### src/rtl/video_timing.sv
// Free-running raster timing generator: pixel/line counters drive renderer
// coordinates, and sync/blank decodes are registered to match renderer latency.
module video_timing #(
  parameter int H_ACTIVE = 640,
  parameter int H_FP     = 16,
  parameter int H_SYNC   = 96,
  parameter int H_BP     = 48,
  parameter int V_ACTIVE = 480,
  parameter int V_FP     = 10,
  parameter int V_SYNC   = 2,
  parameter int V_BP     = 33,
  parameter bit SYNC_POL = 1'b0
) (
  input  logic        clk,
  input  logic        rst,
  input  logic        pixel_in,
  output logic [11:0] x,
  output logic [11:0] y,
  output logic        hsync,
  output logic        vsync,
  output logic        video_on,
  output logic        pixel_out,
  output logic        frame_tick
);

  localparam int H_TOTAL = H_ACTIVE + H_FP + H_SYNC + H_BP;
  localparam int V_TOTAL = V_ACTIVE + V_FP + V_SYNC + V_BP;

  localparam logic [11:0] H_LAST       = 12'(H_TOTAL - 1);
  localparam logic [11:0] V_LAST       = 12'(V_TOTAL - 1);
  localparam logic [11:0] H_VIS        = 12'(H_ACTIVE);
  localparam logic [11:0] V_VIS        = 12'(V_ACTIVE);
  localparam logic [11:0] H_SYNC_START = 12'(H_ACTIVE + H_FP);
  localparam logic [11:0] H_SYNC_END   = 12'(H_ACTIVE + H_FP + H_SYNC);
  localparam logic [11:0] V_SYNC_START = 12'(V_ACTIVE + V_FP);
  localparam logic [11:0] V_SYNC_END   = 12'(V_ACTIVE + V_FP + V_SYNC);

  logic [11:0] h_cnt_reg, h_cnt_next;
  logic [11:0] v_cnt_reg, v_cnt_next;
  logic        hsync_reg, vsync_reg, video_on_reg, frame_tick_reg;
  logic        hsync_next, vsync_next, video_on_next, frame_tick_next;

  always_comb begin
    h_cnt_next = h_cnt_reg + 12'd1;
    v_cnt_next = v_cnt_reg;
    if (h_cnt_reg == H_LAST) begin
      h_cnt_next = 12'd0;
      v_cnt_next = (v_cnt_reg == V_LAST) ? 12'd0 : v_cnt_reg + 12'd1;
    end
  end

  // Decodes of the current count; registered so they line up with renderer output.
  always_comb begin
    hsync_next      = ((h_cnt_reg >= H_SYNC_START) && (h_cnt_reg < H_SYNC_END)) ? SYNC_POL : ~SYNC_POL;
    vsync_next      = ((v_cnt_reg >= V_SYNC_START) && (v_cnt_reg < V_SYNC_END)) ? SYNC_POL : ~SYNC_POL;
    video_on_next   = (h_cnt_reg < H_VIS) && (v_cnt_reg < V_VIS);
    frame_tick_next = (h_cnt_reg == 12'd0) && (v_cnt_reg == V_VIS);
  end

  always_ff @(posedge clk or posedge rst) begin
    if (rst) begin
      h_cnt_reg      <= 12'd0;
      v_cnt_reg      <= 12'd0;
      hsync_reg      <= ~SYNC_POL;
      vsync_reg      <= ~SYNC_POL;
      video_on_reg   <= 1'b0;
      frame_tick_reg <= 1'b0;
    end else begin
      h_cnt_reg      <= h_cnt_next;
      v_cnt_reg      <= v_cnt_next;
      hsync_reg      <= hsync_next;
      vsync_reg      <= vsync_next;
      video_on_reg   <= video_on_next;
      frame_tick_reg <= frame_tick_next;
    end
  end

  assign x          = h_cnt_reg;
  assign y          = v_cnt_reg;
  assign hsync      = hsync_reg;
  assign vsync      = vsync_reg;
  assign video_on   = video_on_reg;
  assign frame_tick = frame_tick_reg;
  // Renderer output is already one clock late, so it pairs with the registered blank.
  assign pixel_out  = pixel_in & video_on_reg;

endmodule

### config.mk
export PLATFORM = sky130hd
export DESIGN_NAME = video_timing
export DESIGN_NICKNAME = d
export VERILOG_FILES = /design/src/rtl/video_timing.sv
export SDC_FILE = /design/constraint.sdc
export NUM_CORES = 1
export LEC_CHECK = 0
export ABC_CLOCK_PERIOD_IN_PS = 1900
export BUFFER_PORTS_ARGS = -buffer_cell sky130_fd_sc_hd__buf_2
export CORE_ASPECT_RATIO = 0.9
export CORE_MARGIN = 5
export CORE_UTILIZATION = 55
export CTS_BUF_LIST = sky130_fd_sc_hd__clkbuf_8
export DETAILED_ROUTE_END_ITERATION = 16
export HOLD_SLACK_MARGIN = 0.02
export PLACE_DENSITY = 0.89
export SYNTH_ARGS = -nofsm -noshare
export SYNTH_HDL_FRONTEND = slang
export SYNTH_SLANG_ARGS = --single-unit
### constraint.sdc
create_clock -name clk -period 1.9 [get_ports clk]
set_input_delay 0.095 -clock clk [delete_from_list [all_inputs] [get_ports clk]]
set_output_delay 0.095 -clock clk [all_outputs]
set_load 0.02 [all_outputs]
### Word level (Yosys, flattened, before mapping)

Index checks and enable logic that the tools add are counted.

* bitwise logic cells: 1
* reduce and logical (&&, ||, !) cells: 5
* order comparisons: 6
* shift-type cells: 0
* $mul: 0
* add/subtract/negate cells: 2
* div/mod/pow operators: 0
* muxes and demuxes: 4
* equality and inequality tests: 3

Operator list (count)
* adder 12 x 1 -> 12 bit, second input constant: 2
* equality test 12 x 10 -> 1 bit, second input constant: 2
* less-than comparator 12 x 10 -> 1 bit, second input constant: 2
* less-than comparator 12 x 9 -> 1 bit, second input constant: 2
* 2-to-1 mux 12 bit: 2
* equality test 12 x 9 -> 1 bit, second input constant: 1
* >= comparator 12 x 10 -> 1 bit, second input constant: 1
* >= comparator 12 x 9 -> 1 bit, second input constant: 1
* logical NOT 12 bit: 1
* logical AND 1 bit: 4
* 2-to-1 mux 1 bit: 2
* AND 1 bit: 1

* bits of input ports: 3
* memory bits (read-only): 0
* register bits after elaboration: 28
* latch bits: 0
* output and inout port bits: 29
* memories: 0
* memory bits (writable): 0

### Depth between registers and ports, before layout

Gate-level depths: netlist of the first run.

* word-level depth: 3
* depth in mapped cells: 6

### Worst setup path after synthesis of the first run

No wires, ideal clock.

* kind: register to register
* start point: register h_cnt_reg[0], in the netlist x[0]
* end point: register v_cnt_reg[9], in the netlist y[9]
* arrival: 1.635 ns
* required time: 1.831 ns
* slack: 0.196 ns
* clock period less this slack: 1.704 ns
* library setup time: 0.069 ns
* cell stages (with the launch flop): 6
* path through: dfrtp_1 > ha_1 > and3_1 > nand3_2 > or4_1 > nand3_1

* word-level cells in the longest chain between the ends: 1

RTL lines
* start: declaration: line 38 `logic [11:0] h_cnt_reg, h_cnt_next;`
* start signal: assignment: line 69 `h_cnt_reg <= h_cnt_next;`
* equality test 12 x 10 -> 1 bit: line 46 `if (h_cnt_reg == H_LAST) begin`
* end signal: assignment: line 70 `v_cnt_reg <= v_cnt_next;`
* end: declaration: line 39 `logic [11:0] v_cnt_reg, v_cnt_next;`

Every way passes these cells.
A chain may end at the register's enable or synchronous reset.

### Worst setup path in the final report of the first run

* start point: register h_cnt_reg[1], in the netlist x[1]
* end point: register v_cnt_reg[9], in the netlist y[9]

The elaborated chain is that of the path after synthesis.

==> results of run 1 <==
## cells by family (layout without fill, tap and decap cells)
group                      after synthesis  count (layout)  share of synthesized area
adders and majority gates                5               5                     0.0430
AOI/OAI and AO/OA                       13              13                     0.0559
DFF                                     28              28                      0.484
and+or+nand+nor                         69              69                      0.305
buffers and inverters                    8              47                     0.0224
xor gates and xnor gates                15              15                     0.0904
## worst max-delay path: stages (launching register included)
cell and delay (ns):
dfrtp_1 0.42, ha_1 0.25, and3_1 0.24, nand3_2 0.19
or4_1 0.54, nand3_1 0.08
## worst min-delay path by stage
stage	start	slack, ns	cells past startpoint	end
after floorplan	rst	0.16	1	frame_tick
after global placement	rst	0.23	2	x[10]
after detailed placement	rst	0.24	2	x[10]
after CTS	rst	0.49	3	video_on
after global routing	x[0]	0.53	1	x[0]
final	rst	0.49	3	video_on
## power groups by stage
stage          Combinational, mW  Clock [mW]  Sequential, mW
2_1_floorplan             0.0111           0           0.607
3_3_place_gp              0.0195           0           0.607
3_5_place_dp              0.0208           0           0.607
4_1_cts                   0.0224       0.375           0.596
5_1_grt                   0.0252       0.402           0.596
6_report                  0.0216       0.379           0.596
## final cells by class
cell class                      count  area, µm²  area share
Timing Repair Buffer               37        203       0.116
Inverter                            6       22.5      0.0129
Sequential cell                    28        704       0.404
Tap cell                           28       35.0      0.0201
Multi-Input combinational cell    102        723       0.415
Clock buffer                        4       55.1      0.0316
## synth_stat cells (2+ instances only)
library cell | n | area [µm²]
o211ai_1 | 2 | 15.0
buf_2 | 2 | 10.0
nand2b_1 | 2 | 12.5
nor3_1 | 7 | 35.0
nand3_1 | 9 | 45.0
and3_1 | 4 | 25.0
or3_1 | 2 | 12.5
and2_1 | 2 | 12.5
o21ai_0 | 6 | 30.0
a21oi_1 | 2 | 10.0
nand2_1 | 8 | 30.0
inv_1 | 6 | 22.5
xor2_1 | 11 | 96.3
nor3_4 | 2 | 32.5
nand4_1 | 6 | 37.5
nor2_1 | 9 | 33.8
nor4_1 | 2 | 12.5
and4_1 | 2 | 17.5
nor4b_1 | 2 | 17.5
ha_1 | 5 | 62.6
dfstp_2 | 2 | 52.6
dfrtp_1 | 26 | 651
xnor2_1 | 4 | 35.0
## repair_timing
item	in CTS	in global routing
hold buffers	1	0
setup endpoints to repair	0	4
hold endpoints to repair	15	0
buffers inserted	0	3
gates resized for setup	0	2
## per-layer routing
metal | share of wire | GRT usage | vias to the layer above
met1 | 0.42 | 0.261 | 620
met3 | 0.067 | 0.0439 | 8
met5 | 0 | 0 | -
met2 | 0.50 | 0.330 | 64
li1 | - | - | 577
met4 | 0.016 | 0.0698 | 0
==> out/metrics.yaml, run 1 <==
status:
  status: "finished clean"
synth:
  synth_cell_types: 38
  synth-edff-count: 0
  yosysWarnings: 0
  synth-main-ff-cell: "dfrtp_1"
  synth.ff_latch_count: 28
  syn-cell-area_mm2: 0.00145
  syn_nets: 146
  ys_async_sr_fraction: 1.00
  synthCells: 138
  syn_area_per_cell_um2: 10.5
  ys_seq_area_frac: 0.484
clock_tree:
  cts_sinks: 28
  cts_tree: "built"
  numCtsBuffers: 3
  h-tree-depth: 1
  cts_root_buffer: "clkbuf_8"
  cts.clk_slew.worst_paths_ns: 0.10
  clk_latency_ns: 0.28
  cts_buffer_depth: 2
critical_path:
  cp-startpoint: "x[1]"
  crit_type: "register to register"
  cp.required_ns: 2.12
  endpoint_kind: "register"
  reg2regPathDepth: 5
  start_kind: "register"
  r2r-end: "y[9]"
  cp_max_fo: 8
  r2r-start: "x[1]"
  cp-endpoint: "y[9]"
  worstPathArrival_ns: 1.99
  reg2reg_slack_ns: 0.13
layout:
  drive_gt1_frac: 0.305
  final_cells: 205
  final_cell_mix: "buf_2, dfrtp_1, xor2_1"
  final_core_util: 0.700
  nFillCells: 179
  stdcell_area_mm2: 0.00174
  syn2layout_area_growth_pct: 19.9
  fin_nets: 186
  layout_commonest_cell: "buf_2"
  n_antenna_cell: 0
place:
  place_congestion: 0.843
  placed_cells: 197
  postPlaceCellArea_mm2: 0.00165
  dpl.hpwl_um: 2520
  portBuffers: 31
  place_ws_ns: 0.158
timing:
  period_minus_slack_ns: 1.77
  slew_viol_final: 0
  hold_viol_final: 0
  setup_tns_ns: 0
  finalCritPeriodShare: 0.934
  whs_ns: 0.487
  timing.fmax_ghz: 0.564
  setup_violations: 0
  worst_slack_ns: 0.126
  rsz0062_at_grt: "false"
  max_slew_margin: 0.517
  tightest_slew_ns: 0.724
  finClkSkew_ns: 0.00599
drt:
  drt_iter0_drc: 58
  vias: 1269
  via_per_inst: 6.19
  dr.pass1.iters: 4
  ant_nets: 0
  drc: 0
  wl_um: 3620
  wl_per_cell_um: 17.6
floorplanning:
  io-pin-count: 32
  core_area_mm2: 0.00249
  die_x_um: 64.2
  die_h_um: 58.8
  rows: 17
  start_util: 0.584
  dieArea_mm2: 0.00377
grt:
  grt_max_degree: 20
  grt_use_total: 0.200
  antenna_found_initial: 0
  grt_pass1_vias: 1272
  grt_first_pass_wirelength_um: 6070
  grt-ovfl-total: 0
power:
  clock_power_share: 0.381
  ir_worst_vdd_mv: 0.494
  p_int_mw: 0.788
  powerDensity_mw_per_mm2: 572
  total_power_mw: 0.997
  p_switching_mw: 0.209
  p_leak_nw: 0.866
  pwr-share-seq: 0.598
  pwr-share-comb: 0.022
  sw_frac_of_total: 0.209
worst_hold_path:
  hold_class: "input pin to async pin"
flow_run:
  drv_cap: 0
No activity file was read; power rests on OpenSTA's default activity.
==> run 2, diff against run 1 <==
--- a/config.mk
+++ b/config.mk
@@ -8,12 +8,13 @@
 export ABC_CLOCK_PERIOD_IN_PS = 1900
 export BUFFER_PORTS_ARGS = -buffer_cell sky130_fd_sc_hd__buf_2
 export CORE_ASPECT_RATIO = 0.9
-export CORE_MARGIN = 5
+export CORE_MARGIN = 2
 export CORE_UTILIZATION = 55
 export CTS_BUF_LIST = sky130_fd_sc_hd__clkbuf_8
 export DETAILED_ROUTE_END_ITERATION = 16
 export HOLD_SLACK_MARGIN = 0.02
 export PLACE_DENSITY = 0.89
+export REMOVE_ABC_BUFFERS = 1
 export SYNTH_ARGS = -nofsm -noshare
 export SYNTH_HDL_FRONTEND = slang
 export SYNTH_SLANG_ARGS = --single-unit
==> out/metrics.yaml, run 2 (synthesized netlist as in run 1, its figures left out) <==
status:
  status: "finished clean"
place:
  dpl.hpwl_um: 2160  # -14%
  placed_cells: 196  # -0.51%
  portBuffers: 31  # unchanged
  place_congestion: 0.854  # +1.3%
critical_path:
  worstPathBufferInverterCount: 0  # unchanged
  cp_cell_sequence: "ha_1 -> and3_1 -> nand3_2 -> or4_1 -> nand3_1"
  critPathTopFamily: "simple AND/OR/NAND/NOR gates"
  crit_cells: 5  # unchanged
  crit_type: "register to register"
  endpoint_kind: "register"
  start_kind: "register"
  cp.required_ns: 2.11  # about the same
  r2r-end: "y[9]"
  cp-endpoint: "y[9]"
  reg2reg_slack_ns: 0.17  # +0.04 ns
  worstPathArrival_ns: 1.94  # -0.05 ns
  max_stage_delay_ns: 0.53  # about the same
  slowest_stage: "or4_1"
  cp-startpoint: "x[0]"
  r2r-start: "x[0]"
  cp_max_fo: 8  # unchanged
  reg2regPathDepth: 5  # unchanged
layout:
  n_antenna_cell: 0  # unchanged
  nFillCells: 198  # +11%
  layout_commonest_cell: "buf_2"
  final_cell_mix: "buf_2, dfrtp_1, xor2_1"
  final_cells: 201  # -2.0%
  drive_gt1_frac: 0.272  # -0.0334
  syn2layout_area_growth_pct: 16.7
  fin_nets: 182  # -2.2%
drt:
  wl_um: 2880  # -20%
  drt_iter0_drc: 30  # -48%
  wl_per_cell_um: 14.3  # -19%
  via_per_inst: 5.85  # -5.5%
  ant_nets: 0  # unchanged
  vias: 1176  # -7.3%
  drc: 0  # unchanged
  dr.pass1.iters: 4  # unchanged
timing:
  rsz0062_at_grt: "false"
  max_slew_margin: 0.728  # +0.212
  finalCritPeriodShare: 0.912  # -0.0216
  slew_viol_final: 0  # unchanged
  finClkSkew_ns: 0.00367  # -0.00232 ns
  setup_tns_ns: 0  # unchanged
  period_minus_slack_ns: 1.73  # -0.0410 ns
  hold_viol_final: 0  # unchanged
  setup_violations: 0  # unchanged
  tightest_slew_ns: 0.404  # -0.320 ns
  timing.fmax_ghz: 0.577  # +2.4%
power:
  p_leak_nw: 0.848  # -2.2%
  ir_worst_vdd_mv: 0.583  # +18%
  powerDensity_mw_per_mm2: 549  # -4.0%
clock_tree:
  cts_buffer_depth: 2  # unchanged
  h-tree-depth: 1  # unchanged
  cts_sinks: 28  # unchanged
  postCtsHoldBufs: 1  # unchanged
  cts-resized-gates: 0  # unchanged
  cts.clk_slew.worst_paths_ns: 0.09  # about the same
  cts_setup_buffers: 0  # unchanged
  numCtsBuffers: 3  # unchanged
  cts_root_buffer: "clkbuf_8"
  clk_latency_ns: 0.27  # about the same
  cts_tree: "built"
floorplanning:
  io-pin-count: 32  # unchanged
  die_h_um: 52.8  # -10%
  die_x_um: 58.2  # -9.3%
  start_util: 0.584  # unchanged
  rows: 17  # unchanged
  core_area_mm2: 0.00249  # unchanged
  dieArea_mm2: 0.00307  # -19%
worst_hold_path:
  hold_class: "input pin to async pin"
grt:
  grt-ovfl-total: 0  # unchanged
  grt_pass1_vias: 1029  # -19%
  use_met2: 0.305  # -0.0251
  grt_first_pass_wirelength_um: 4610  # -24%
  busiest_layer: "met2"
  antenna_found_initial: 0  # unchanged
  grt_use_total: 0.200  # +0.000214
  met3_usage: 0.0568  # +0.0129
  use_met1: 0.269  # +0.00787
  grt_max_degree: 29  # +45%
flow_run:
  drv_cap: 0  # unchanged
run 2: changes by cell type in the layout (fill, tap and decap cells not counted), sizes merged:
cell and delta:
buf -4, clkbuf -1, inv +1
run 2: how the worst min path moves through the flow:
stage	cells after the start	from	slack, ns	to
floorplan	1	rst	0.16	frame_tick
detailed placement	3	rst	0.18	x[11]
CTS	4	rst	0.42	x[4]
global route	4	rst	0.48	x[5]
global placement	3	rst	0.16	x[11]
finish	4	rst	0.42	x[4]
run 2: worst min-delay path, delay by kind of cell:
family | cells | cell delay, ns
buffers and inverters | 4 | 1.01
run 2: area by class of cell:
type	instances	area [µm²]	share of cell area
inverter	6	22.5	0.0133
multi-input combinational	102	718	0.423
sequential	28	703	0.414
timing repair buffer	33	173	0.102
tap	28	35.0	0.0206
clock inverter	1	3.75	0.00221
clock buffer	3	41.3	0.0243
run 2: metal layers:
layer	vias up	wire, µm
met3	2	174
met5	-	0
li1	567	-
met4	0	17
met1	564	1370
met2	43	1320
run 2: where the power goes:
group / leakage (nW) / internal, mW / switching [mW]
combinational: 0.456 / 0.00555 / 0.0137
clock: 0.0269 / 0.145 / 0.172
sequential: 0.365 / 0.596 / 0
total: 0.848 / 0.746 / 0.186
run 2: through the flow:
step / setup WS [ns] / hold WS (ns) / util / instance area [µm²] / total power, mW
after floorplan: 0.196 / 0.159 / - / 1440 / 0.618
after global placement: 0.233 / 0.165 / 0.660 / 1640 / 0.625
after detailed placement: 0.173 / 0.175 / 0.660 / 1640 / 0.626
after CTS: 0.156 / 0.425 / 0.682 / 1700 / 0.943
after global routing: 0.00879 / 0.482 / 0.682 / 1700 / 0.963
final: 0.167 / 0.416 / 0.682 / 1700 / 0.931
==> run 3, diff against run 2 <==
--- a/config.mk
+++ b/config.mk
@@ -5,15 +5,15 @@
 export SDC_FILE = /design/constraint.sdc
 export NUM_CORES = 1
 export LEC_CHECK = 0
-export ABC_CLOCK_PERIOD_IN_PS = 1900
+export ABC_CLOCK_PERIOD_IN_PS = 2200
 export BUFFER_PORTS_ARGS = -buffer_cell sky130_fd_sc_hd__buf_2
 export CORE_ASPECT_RATIO = 0.9
 export CORE_MARGIN = 2
-export CORE_UTILIZATION = 55
+export CORE_UTILIZATION = 60
 export CTS_BUF_LIST = sky130_fd_sc_hd__clkbuf_8
 export DETAILED_ROUTE_END_ITERATION = 16
 export HOLD_SLACK_MARGIN = 0.02
-export PLACE_DENSITY = 0.89
+export PLACE_DENSITY = 0.95
 export REMOVE_ABC_BUFFERS = 1
 export SYNTH_ARGS = -nofsm -noshare
 export SYNTH_HDL_FRONTEND = slang
==> constraint.sdc (replaced) <==
create_clock -name clk -period 2.2 [get_ports clk]
set_input_delay 0.11 -clock clk [delete_from_list [all_inputs] [get_ports clk]]
set_output_delay 0.11 -clock clk [all_outputs]
set_load 0.02 [all_outputs]
==> out/metrics.yaml, run 3 (synthesized netlist as in run 1, its figures left out) <==
drt:
  wl_per_cell_um: 16.0  # +11%
  drt_iter0_drc: 29  # -3.3%
  wl_um: 3190  # +11%
  vias: 1185  # +0.77%
  dr.pass1.iters: 4  # unchanged
  drc: 0  # unchanged
  ant_nets: 0  # unchanged
  via_per_inst: 5.93  # +1.3%
power:
  total_power_mw: 0.812  # -13%
  powerDensity_mw_per_mm2: 479  # -13%
  p_leak_nw: 0.848  # unchanged
  ir_worst_vdd_mv: 0.693  # +19%
clock_tree:
  postCtsHoldBufs: 1  # unchanged
  cts-resized-gates: 0  # unchanged
  h-tree-depth: 1  # unchanged
  numCtsBuffers: 3  # unchanged
  cts.clk_slew.worst_paths_ns: 0.09  # about the same
  cts_buffer_depth: 2  # unchanged
  cts_setup_buffers: 0  # unchanged
  cts_sinks: 28  # unchanged
  cts_root_buffer: "clkbuf_8"
  clk_latency_ns: 0.27  # about the same
  cts_tree: "built"
critical_path:
  r2r-start: "x[0]"
  cp-startpoint: "x[0]"
  cp-endpoint: "y[9]"
  worstPathArrival_ns: 1.99  # +0.05 ns
  critPathTopFamily: "simple AND/OR/NAND/NOR gates"
  reg2reg_slack_ns: 0.43  # +0.26 ns
  cp_max_fo: 8  # unchanged
  worstPathBufferInverterCount: 0  # unchanged
  cp.required_ns: 2.41  # +0.30 ns
  start_kind: "register"
  crit_cells: 5  # unchanged
  reg2regPathDepth: 5  # unchanged
  crit_type: "register to register"
  r2r-end: "y[9]"
  slowest_stage: "or4_1"
  endpoint_kind: "register"
  cp_cell_sequence: "ha_1 -> and3_1 -> nand3_2 -> or4_1 -> nand3_1"
  max_stage_delay_ns: 0.53  # about the same
floorplanning:
  io-pin-count: 32  # unchanged
  start_util: 0.648  # +0.0642
  die_x_um: 55.9  # -4.0%
  rows: 16  # -1
  die_h_um: 50.7  # -3.9%
  dieArea_mm2: 0.00283  # -7.7%
  core_area_mm2: 0.00224  # -9.9%
layout:
  n_antenna_cell: 0  # unchanged
  syn2layout_area_growth_pct: 16.6  # about the same
  final_cell_mix: "buf_2, dfrtp_1, xor2_1"
  layout_commonest_cell: "buf_2"
  fin_nets: 182  # unchanged
  final_cells: 200  # -0.50%
  nFillCells: 158  # -20%
  drive_gt1_frac: 0.272  # unchanged
timing:
  finClkSkew_ns: 0.00351  # -0.000158 ns
  rsz0062_at_grt: "false"
  timing.fmax_ghz: 0.564  # -2.4%
  finalCritPeriodShare: 0.807  # -0.105
  period_minus_slack_ns: 1.77  # +0.0418 ns
  whs_ns: 0.427  # +0.0112 ns
  slew_viol_final: 0  # unchanged
  setup_violations: 0  # unchanged
  tightest_slew_ns: 0.425  # +0.0211 ns
  hold_viol_final: 0  # unchanged
  setup_tns_ns: 0  # unchanged
  max_slew_margin: 0.714  # -0.0142
grt:
  grt_max_degree: 29  # unchanged
  grt-ovfl-total: 0  # unchanged
  grt_use_total: 0.251  # +0.0506
  grt_pass1_vias: 1080  # +5.0%
  grt_first_pass_wirelength_um: 5400  # +17%
  antenna_found_initial: 0  # unchanged
worst_hold_path:
  hold_class: "input pin to async pin"
place:
  place_congestion: 0.885  # +3.6%
  placed_cells: 195  # -0.51%
  dpl.hpwl_um: 2450  # +13%
  portBuffers: 31  # unchanged
flow_run:
  drv_cap: 0  # unchanged
status:
  status: "finished clean"
-- run 3: cell counts in the layout (fill, tap and decap cells not counted) --
No cell type changed its count.
-- run 3: layout make-up --
type                    instances  area (µm²)  area share
multi-input cells             102         718       0.424
flip-flops and latches         28         703       0.415
repair buffers                 33         173       0.102
clock buffers                   3        41.3      0.0244
well taps                      27        33.8      0.0199
inverters                       6        22.5      0.0133
clock inverters                 1        3.75     0.00221
-- run 3: worst min-delay path by stage --
| stage | from | end | slack (ns) | depth (start not counted) |
|---|---|---|---|---|
| after CTS | rst | x[7] | 0.44 | 4 |
| final | rst | x[9] | 0.43 | 4 |
| after detailed placement | rst | x[9] | 0.19 | 3 |
| after global routing | rst | x[6] | 0.50 | 4 |
| after floorplan | rst | frame_tick | 0.17 | 1 |
| after global placement | rst | x[11] | 0.18 | 3 |
-- run 3: worst min-delay path, cell delays in order --
cell,delay [ns]
dlygate4sd3_1,0.53
buf_2,0.12
inv_1,0.04
buf_4,0.32
-- run 3: metrics by stage --
stage / instance area (µm²) / worst slack (ns) / utilization
after floorplan: 1440 / 0.496 / -
after global placement: 1640 / 0.539 / 0.732
after detailed placement: 1640 / 0.424 / 0.732
after CTS: 1700 / 0.410 / 0.756
after global routing: 1700 / 0.251 / 0.756
final: 1700 / 0.425 / 0.756
-- run 3: metal layers --
| metal | part of all wire | vias up | routed length [µm] | track usage |
|---|---|---|---|---|
| met5 | 0 | - | 0 | 0 |
| met3 | 0.050 | 6 | 160 | 0.0567 |
| met1 | 0.44 | 575 | 1420 | 0.342 |
| met4 | 0.019 | 0 | 60 | 0.0952 |
| li1 | - | 567 | - | - |
| met2 | 0.49 | 37 | 1550 | 0.395 |
-- run 3: where the power goes --
group	internal (mW)	total [mW]	switching, mW	leakage [nW]
Sequential	0.514	0.514	0	0.365
Clock	0.125	0.281	0.156	0.0269
Combinational	0.00481	0.0168	0.0120	0.456
